## src/rtl/demux_pkg.sv

```systemverilog
`default_nettype none
// ============================================================================
//  Module      : demux_pkg
//  Description : Shared constants for the packet-aware stream demultiplexer.
//                It holds the FSM state encoding and the default data
//                width and channel count.
//  Revision    : 1.0 - initial release
// ============================================================================
package demux_pkg;

  // FSM state encoding
  localparam logic [1:0] ST_IDLE  = 2'd0;  // waiting for the first beat of a packet
  localparam logic [1:0] ST_ROUTE = 2'd1;  // locked to cur_sel until the last beat
  localparam logic [1:0] ST_DROP  = 2'd2;  // discarding a packet with an invalid select

  localparam int DEF_WIDTH = 8;
  localparam int DEF_N     = 4;

endpackage : demux_pkg
`default_nettype wire

```

## src/rtl/stream_reg_slice.sv

```systemverilog
`default_nettype none
// ============================================================================
//  Module      : stream_reg_slice
//  Description : Single-entry valid/ready register stage. It runs at full
//                throughput, because a new beat can load in the same cycle
//                that the held beat drains.
//  Ports       : clk, rst_n                      clock / async active-low reset
//                in_valid_i, in_ready_o, in_data_i     upstream handshake
//                out_valid_o, out_ready_i, out_data_o  downstream handshake
//  Revision    : 1.0 - initial release
// ============================================================================
module stream_reg_slice #(
  parameter int W = 9
) (
  input  logic         clk,
  input  logic         rst_n,
  input  logic         in_valid_i,
  output logic         in_ready_o,
  input  logic [W-1:0] in_data_i,
  output logic         out_valid_o,
  input  logic         out_ready_i,
  output logic [W-1:0] out_data_o
);

  logic         valid_q;
  logic [W-1:0] data_q;

  assign in_ready_o  = !valid_q || out_ready_i;
  assign out_valid_o = valid_q;
  assign out_data_o  = data_q;

  // Data is only written on a load, so the beat stays stable while it waits.
  always_ff @(posedge clk or negedge rst_n) begin
    if (!rst_n) begin
      valid_q <= 1'b0;
      data_q  <= '0;
    end else if (in_valid_i && in_ready_o) begin
      valid_q <= 1'b1;
      data_q  <= in_data_i;
    end else if (out_ready_i) begin
      valid_q <= 1'b0;
    end
  end

endmodule : stream_reg_slice
`default_nettype wire

```

## src/rtl/stream_demux_1xn.sv

```systemverilog
`default_nettype none
// ============================================================================
//  Module      : stream_demux_1xn
//  Description : Packet-aware 1-to-N stream demultiplexer. The first beat of
//                each packet chooses the output channel through s_sel. The
//                whole packet then goes to that channel through one shared
//                output register. A packet whose select is out of range is
//                dropped, and a saturating counter records each drop.
//  Ports       : clk, rst_n                 clock / async active-low reset
//                s_valid/s_ready/s_data/s_last/s_sel   input stream
//                m_valid[N]/m_ready[N]      per-channel handshake
//                m_data/m_last              shared output beat
//                drop_cnt                   dropped-packet counter
//  Revision    : 1.0 - initial release
// ============================================================================
module stream_demux_1xn
  import demux_pkg::*;
#(
  parameter int WIDTH = DEF_WIDTH,
  parameter int N     = DEF_N,
  parameter int SEL_W = (N > 1) ? $clog2(N) : 1,
  parameter int CNT_W = 16
) (
  input  logic             clk,
  input  logic             rst_n,
  input  logic             s_valid,
  output logic             s_ready,
  input  logic [WIDTH-1:0] s_data,
  input  logic             s_last,
  input  logic [SEL_W-1:0] s_sel,
  output logic [N-1:0]     m_valid,
  input  logic [N-1:0]     m_ready,
  output logic [WIDTH-1:0] m_data,
  output logic             m_last,
  output logic [CNT_W-1:0] drop_cnt
);

  // One extra bit so that N itself can be represented for the range check.
  localparam logic [SEL_W:0] C_N = (SEL_W+1)'(N);

  logic [1:0]       state_q, state_d;
  logic [SEL_W-1:0] cur_sel_q, cur_sel_d;
  logic [CNT_W-1:0] drop_cnt_q;

  logic             w_sel_ok;
  logic             w_slice_in_ready;
  logic             w_slice_out_valid;
  logic [WIDTH:0]   w_slice_out_data;
  logic             w_held_ready;
  logic             w_ready_raw;
  logic             w_load;
  logic             w_drop_inc;
  logic             w_accept;

  assign w_sel_ok     = ({1'b0, s_sel} < C_N);
  assign w_held_ready = m_ready[cur_sel_q];
  // Hold off the producer while reset is asserted.
  assign s_ready      = rst_n && w_ready_raw;
  assign w_accept     = s_valid && s_ready;

  // ---------------------------------------------------------------- state reg
  always_ff @(posedge clk or negedge rst_n) begin
    if (!rst_n) begin
      state_q    <= ST_IDLE;
      cur_sel_q  <= '0;
      drop_cnt_q <= '0;
    end else begin
      state_q   <= state_d;
      cur_sel_q <= cur_sel_d;
      if (w_drop_inc && (drop_cnt_q != {CNT_W{1'b1}})) begin
        drop_cnt_q <= drop_cnt_q + 1'b1;
      end
    end
  end

  // --------------------------------------------------------------- next state
  always_comb begin
    state_d = state_q;
    case (state_q)
      ST_IDLE: begin
        if (w_accept && !s_last) begin
          state_d = w_sel_ok ? ST_ROUTE : ST_DROP;
        end
      end
      ST_ROUTE, ST_DROP: begin
        if (w_accept && s_last) begin
          state_d = ST_IDLE;
        end
      end
      default: state_d = ST_IDLE;
    endcase
  end

  // ------------------------------------------------------------ state outputs
  // In IDLE, an out-of-range first beat still waits on the held beat. This
  // keeps the drop in stream order with the beats routed before it.
  // cur_sel only changes together with the beat it belongs to. The held beat
  // therefore drains on its own channel even when the next packet is loaded
  // in the same cycle.
  always_comb begin
    w_ready_raw = 1'b0;
    w_load      = 1'b0;
    w_drop_inc  = 1'b0;
    cur_sel_d   = cur_sel_q;
    case (state_q)
      ST_DROP: begin
        w_ready_raw = 1'b1;
      end
      ST_ROUTE: begin
        w_ready_raw = w_slice_in_ready;
        w_load      = w_accept;
      end
      default: begin
        w_ready_raw = w_slice_in_ready;
        if (w_accept) begin
          if (w_sel_ok) begin
            w_load    = 1'b1;
            cur_sel_d = s_sel;
          end else begin
            w_drop_inc = 1'b1;
          end
        end
      end
    endcase
  end

  // ------------------------------------------------------------ output stage
  stream_reg_slice #(
    .W (WIDTH + 1)
  ) u_slice (
    .clk         (clk),
    .rst_n       (rst_n),
    .in_valid_i  (w_load),
    .in_ready_o  (w_slice_in_ready),
    .in_data_i   ({s_last, s_data}),
    .out_valid_o (w_slice_out_valid),
    .out_ready_i (w_held_ready),
    .out_data_o  (w_slice_out_data)
  );

  assign m_last   = w_slice_out_data[WIDTH];
  assign m_data   = w_slice_out_data[WIDTH-1:0];
  assign drop_cnt = drop_cnt_q;

  for (genvar i = 0; i < N; i++) begin : g_onehot
    assign m_valid[i] = w_slice_out_valid && (cur_sel_q == SEL_W'(i));
  end

endmodule : stream_demux_1xn
`default_nettype wire

```

## config.mk

```make
export PLATFORM = sky130hd
export DESIGN_NAME = stream_demux_1xn
export DESIGN_NICKNAME = d
export VERILOG_FILES = /design/src/rtl/demux_pkg.sv /design/src/rtl/stream_reg_slice.sv /design/src/rtl/stream_demux_1xn.sv
export SDC_FILE = /design/constraint.sdc
export NUM_CORES = 1
export LEC_CHECK = 0
export ABC_CLOCK_PERIOD_IN_PS = 3710
export CAP_MARGIN = 0
export CORE_MARGIN = 2
export CORE_UTILIZATION = 39
export CTS_BUF_LIST = sky130_fd_sc_hd__clkbuf_8
export CTS_CLUSTER_SIZE = 28
export DETAILED_ROUTE_END_ITERATION = 6
export GPL_TIMING_DRIVEN = 0
export PLACE_DENSITY = 0.92
export SYNTH_ARGS = -nofsm -noshare
export SYNTH_HDL_FRONTEND = slang
export SYNTH_SLANG_ARGS = --single-unit
```

## constraint.sdc

```tcl
create_clock -name clk -period 3.71 [get_ports clk]
set_clock_uncertainty 0.2 [all_clocks]
set_input_delay 0.742 -clock clk [delete_from_list [all_inputs] [get_ports clk]]
set_output_delay 0.742 -clock clk [all_outputs]
set_load 0.02 [all_outputs]
```

# After elaboration in Yosys (flattened, before gate mapping)
# Index checks and enable logic that the tools add are counted.
dict set report op_classes {
  magnitude_cmp 1
  n_eq_ne 7
  mux 10
  bitwise_logic 1
  n_reduce_logical 18
}
# operator count
set op_table {}
lappend op_table {{logical AND 1 bit} 9}
lappend op_table {{== test 2 bit, second input constant} 3}
lappend op_table {{2-to-1 mux 1 bit} 5}
lappend op_table {{== test 2 x 1 -> 1 bit, second input constant} 2}
lappend op_table {{zero test 2 bit} 2}
lappend op_table {{2-to-1 mux 2 bit} 2}
lappend op_table {{one-hot mux 2 bit (2 select lines)} 1}
lappend op_table {{AND reduction 2 bit} 2}
lappend op_table {{< comparator 2 x 3 -> 1 bit, second input constant} 1}
lappend op_table {{binary-select mux 1 bit (select 2 bit)} 1}
lappend op_table {{zero test 1 bit} 2}
lappend op_table {{!= test 2 x 1 -> 1 bit, second input constant} 1}
lappend op_table {{!= test 2 bit, second input constant} 1}
lappend op_table {{one-hot mux 1 bit (2 select lines)} 1}
lappend op_table {{nonzero test 2 bit} 1}
lappend op_table {{OR reduction 2 bit} 1}
lappend op_table {{logical OR 1 bit} 1}
lappend op_table {{inverter 1 bit} 1}
dict set report word_totals {
  reg_bits 14
  output_inout_bits 30
}

# Depth between registers and ports, before layout
dict set report depth {
  ltp_word 10
  depth_mapped 3
}

# Hierarchy
# Synthesis repeated with hierarchy kept, for this count alone.
dict set report unflattened {
  cells_unflattened 55
  area_unflattened_um2 734.5
}
# mod n_inst cells_each area_each_um2 seq_area_each_um2
set modules_own_cells {}
lappend modules_own_cells {stream_reg_slice 1 22 425.4 250.2}
lappend modules_own_cells {stream_demux_1xn 1 33 309.0 75.1}

# Worst setup path before layout
# OpenSTA, ideal clock, no wires.
dict set report synth_timing {
  path_type {in2out}
  startpoint {input m_ready[2]}
  endpoint {output s_ready}
  t_arrival_ns 1.430
  setup_slack_ns 1.338
  cell_stages 3
  n_path_buf 0
  path_cell_list {mux2i_1 > a22oi_1 > and2_1}
}
dict set report synth_between {
  elab_chain_cells 5
}
# item line
set synth_rtl {}
lappend synth_rtl {{start: declaration} stream_demux_1xn.sv:32} ;# input logic [N-1:0] m_ready,
lappend synth_rtl {{binary-select mux 1 bit (select 2 bit)} stream_demux_1xn.sv:56} ;# assign w_held_ready = m_ready[cur_sel_q];
lappend synth_rtl {{2-to-1 mux 1 bit (implied by the code)} stream_demux_1xn.sv:56}
lappend synth_rtl {{logical OR 1 bit} stream_reg_slice.sv:28} ;# assign in_ready_o = !valid_q || out_ready_i;
lappend synth_rtl {{2-to-1 mux 1 bit} stream_demux_1xn.sv:105} ;# case (state_q)
lappend synth_rtl {{logical AND 1 bit} stream_demux_1xn.sv:58} ;# assign s_ready = rst_n && w_ready_raw;
lappend synth_rtl {{end: declaration} stream_demux_1xn.sv:27} ;# output logic s_ready,
# Every way passes these cells. The select of a mux whose other input is x is not followed.

# Worst setup path in the final report
dict set report layout_timing {
  startpoint {input rst_n}
  endpoint {output s_ready}
}
dict set report layout_between {
  elab_chain_cells 1
}
# item line
set layout_rtl {}
lappend layout_rtl {{start: declaration} stream_demux_1xn.sv:25} ;# input logic rst_n,
lappend layout_rtl {{logical AND 1 bit} stream_demux_1xn.sv:58}
# Every way passes these cells.

==> impl.org <==
** Status
- Run status :: complete, no violations

** Floorplan
- Starting Density :: 41.4%
- Row generation in the floorplan step produced 15 rows.
- Measured along the y axis, the die boundary spans 46.8 µm.
- Die width :: 46.8 µm
- The floorplan step defined a die boundary enclosing 2190 µm².
- The core region is 1730 µm².
- 48 I/O pins were placed.

** Place
- DP Wirelength :: 1.13 mm
- IO buf count :: 31
- Placed cell area :: 1110 µm²
- The congestion estimate from routability-driven global placement came to 0.765.
- Post-placement worst setup slack :: 0.276 ns

** Yosys
- A synthesized cell averages 12.3 µm².
- Synthesis inferred 13 register bits.
- The top cell type by area accounts for 45.5% of the synthesized area.
- Fraction of the yosys area taken by sequential cells :: 45.5%
- Leading cell types by total area after synthesis :: dfrtp_1 (45%), mux2_2 (17%), buf_4 (17%)
- Counting distinct cell types in the post-synthesis netlist gives 16.
- During synthesis, Yosys emitted a total of 0 warnings.
- Post-synthesis cell type with the largest combined area :: dfrtp_1
- Cells after Synth :: 58
- The cell area that synthesis handed to floorplanning was 716 µm².

** CTS
- In this run, post-CTS hold repair placed 0 buffers.
- Clock sink count :: 13
- No sink is reached through more buffers than the 2 on the longest clock path.
- The later pin in the worst-skew pair is clocked with a latency of 0.24 ns.
- H-tree lvl count :: 1
- Total setup buffers inserted after CTS :: 0
- Clock tree root driver cell :: clkbuf_8
- Total of cells resized after clock tree synthesis :: 0
- Clock buffers created by TritonCTS :: 3
- TritonCTS clock tree :: done
- After clock tree synthesis, the clock-pin slew on the worst setup and hold paths is 0.05 ns.

** Timing
- The final number of max-transition violations is 0.
- Setup TNS after final layout :: 0 ns
- Dividing the final minimum period by the clock period gives 91.1%.
- In this run the tightest slew margin relative to its limit is 57.5%.
- Final hold analysis gives a worst-case slack of 0.305 ns.
- Maximum achievable frequency :: 296 MHz
- Setup violations remaining at the end of the flow were counted as 0.
- The number of endpoints with negative hold slack in the final report is 0.
- RSZ-0062 raised after global routing :: no
- Transition at the pin with the smallest max-transition slack :: 0.636 ns
- Worst setup margin :: 0.329 ns
- Counting I/O delays and the setup requirement, the final critical path takes 3.38 ns.

** Critical path
- Data arrival time of the worst path :: 2.44 ns
- The critical path contains buffers and inverters numbering 2 combined.
- In this design, the stage delay of the slowest critical-path cell is 0.88 ns.
- The most numerous cell type found on the critical path is clkdlybuf4s50_1.
- The slowest stage of the critical path is the clkdlybuf4s50_1 cell.
- The critical path runs through a total of 3 cells.
- Required time of the worst setup path :: 2.77 ns
- The critical path goes through clkdlybuf4s50_1, and2_1, clkdlybuf4s50_1.
- The kind of cell with the highest combined delay along the critical path is buffers and inverters.
- Maximum fanout along the worst path :: 16
- The worst setup path is launched from an input port.
- The worst setup path is captured at an output pin.
- The worst setup path is of the input port to output pin kind.
- R2R cell count :: 3

** Global routing
- The first global-routing pass estimated 2.06 mm of wire.
- Number of antenna violations at the first check in global routing :: 0
- Number of global-route vias before repair :: 532
- Largest net degree at the start of global routing :: 17
- Total routing resource utilization after global routing :: 13.6%
- The total overflow left after global routing is 0.

** Detailed routing
- Remaining antenna violation count :: 0
- Wire length after detailed routing :: 1.40 mm
- Via Count :: 556
- Before antenna repair, the detailed router went through 4 iterations.
- After detailed routing, the number of vias per cell comes to 4.18.
- Wire length per cell after detailed routing :: 10.5 µm
- After the first detailed-routing iteration, the DRC count stood at 3.
- DRC violation count after routing :: 0

** Final layout
- Layout-stage area growth over the synthesis result :: 61.9%
- Area used by multi-input combinational logic :: 323 µm²
- Once layout is complete, the utilization of the core stands at 67.1%.
- Final instance area :: 1160 µm²
- Fill cells in the final layout number 151.
- Cells with a size suffix above 1 make up 32.4% of the layout.
- Area taken by flip-flops and latches :: 325 µm²
- The repair_antennas step left the layout with diodes totalling 0.
- Post-layout nets :: 127

** Power and ir drop
- Of the total power, the share spent switching nets is 35.5%.
- Summed over all nets, the switching power comes to 0.259 mW.
- In this run, flip-flops and latches consume 32.8% of the power.
- The worst-case IR drop observed on VDD is 316 µV.
- In this run, the clock network consumes 17.0% of the power.
- Power spread over the standard cell area amounts to 630 nW/µm².
- The internal portion of the total power is 0.471 mW.
- Leak pwr :: 0.544 nW
- Portion of total power attributed to combinational logic :: 50.2%

** Hold path
- The min-delay analysis places its worst path in the category register to register.
- Counting instances, the worst hold path has a depth of 1.

** Flow run
- Across the run, the number of max-cap violations was 0.
[kinds of logic (layout without fill, tap and decap cells)]
kind of cell	Yosys count	in the layout	synth area share, %
simple gates	10	10	9.27
mux	14	14	21.5
compound gates	3	3	5.95
flops	13	13	45.5
buf+inv	17	52	17.3
other cells	1	16	0.524
[worst paths after layout]
check                                      start  slack, ns               endpoint
max reg2reg                         cur_sel_q[1]       1.71  u_slice.out_data_o[8]
min                        u_slice.out_data_o[3]       0.30  u_slice.out_data_o[3]
min in group asynchronous                  rst_n       0.69  u_slice.out_data_o[6]
max in group asynchronous                  rst_n       2.21             state_q[0]
max                                        rst_n       0.33                s_ready
min reg2reg                u_slice.out_data_o[3]       0.30  u_slice.out_data_o[3]
[sequential cells by signal, summed over array words and instances (netlist names)]
signal,cells
cur_sel_q,2
u_slice.out_data_o,9
u_slice.out_valid_o,1
state_q,1
[area by class of cell]
type	instances	area share, %
clock buffer	3	3.56
multi-input combinational	43	27.9
inverter	1	0.324
buffer	16	10.4
clock inverter	1	0.324
sequential	13	28.1
tap	25	2.70
timing repair buffer	31	26.8
[worst register-to-register path: stages (launching register included)]
cell and delay [ns]:
dfrtp_1 0.45, mux2i_1 0.23, a221oi_4 0.60, mux2_2 0.40
[cells in the mapped netlist]
library cell,count
a221oi_1,1
nor2b_1,1
and2_2,1
and3_2,1
a22oi_1,1
mux2i_1,3
conb_1,1
buf_4,16
mux2_2,11
nand3b_1,1
dfrtp_1,13
nand2_1,2
and2b_2,2
and2_1,2
a221oi_4,1
inv_1,1
[power groups by stage]
| stage | clock [mW] | combinational, mW | sequential [mW] |
|---|---|---|---|
| 5_1_grt | 0.132 | 0.388 | 0.251 |
| 3_3_place_gp | 0 | 0.359 | 0.238 |
| 2_1_floorplan | 0 | 0.165 | 0.287 |
| 4_1_cts | 0.129 | 0.370 | 0.241 |
| 3_5_place_dp | 0 | 0.368 | 0.243 |
| 6_report | 0.124 | 0.366 | 0.240 |
[stage by stage]
step           power, mW  instances
5_1_grt            0.771        133
4_1_cts            0.740        133
3_3_place_gp       0.597        129
2_1_floorplan      0.453         73
6_report           0.730        133
3_5_place_dp       0.611        129
[cell usage in the layout (no fill, tap or decap), types with 2 or more instances in the layout]
master | netlist | final
and2_1 | 2 | 2
and2b_2 | 2 | 2
buf_4 | 16 | 16
clkbuf_8 | 0 | 3
clkdlybuf4s50_1 | 0 | 31
conb_1 | 1 | 16
dfrtp_1 | 13 | 13
inv_1 | 1 | 2
mux2_2 | 11 | 11
mux2i_1 | 3 | 3
nand2_1 | 2 | 2
[per-layer routing]
| metal | track usage [%] | routed length (µm) |
|---|---|---|
| met5 | 0 | 0 |
| met4 | 6.67 | 14 |
| met3 | 5.38 | 166 |
| met2 | 24.7 | 736 |
| met1 | 13.3 | 485 |
Power figures use the tool's default switching activity.
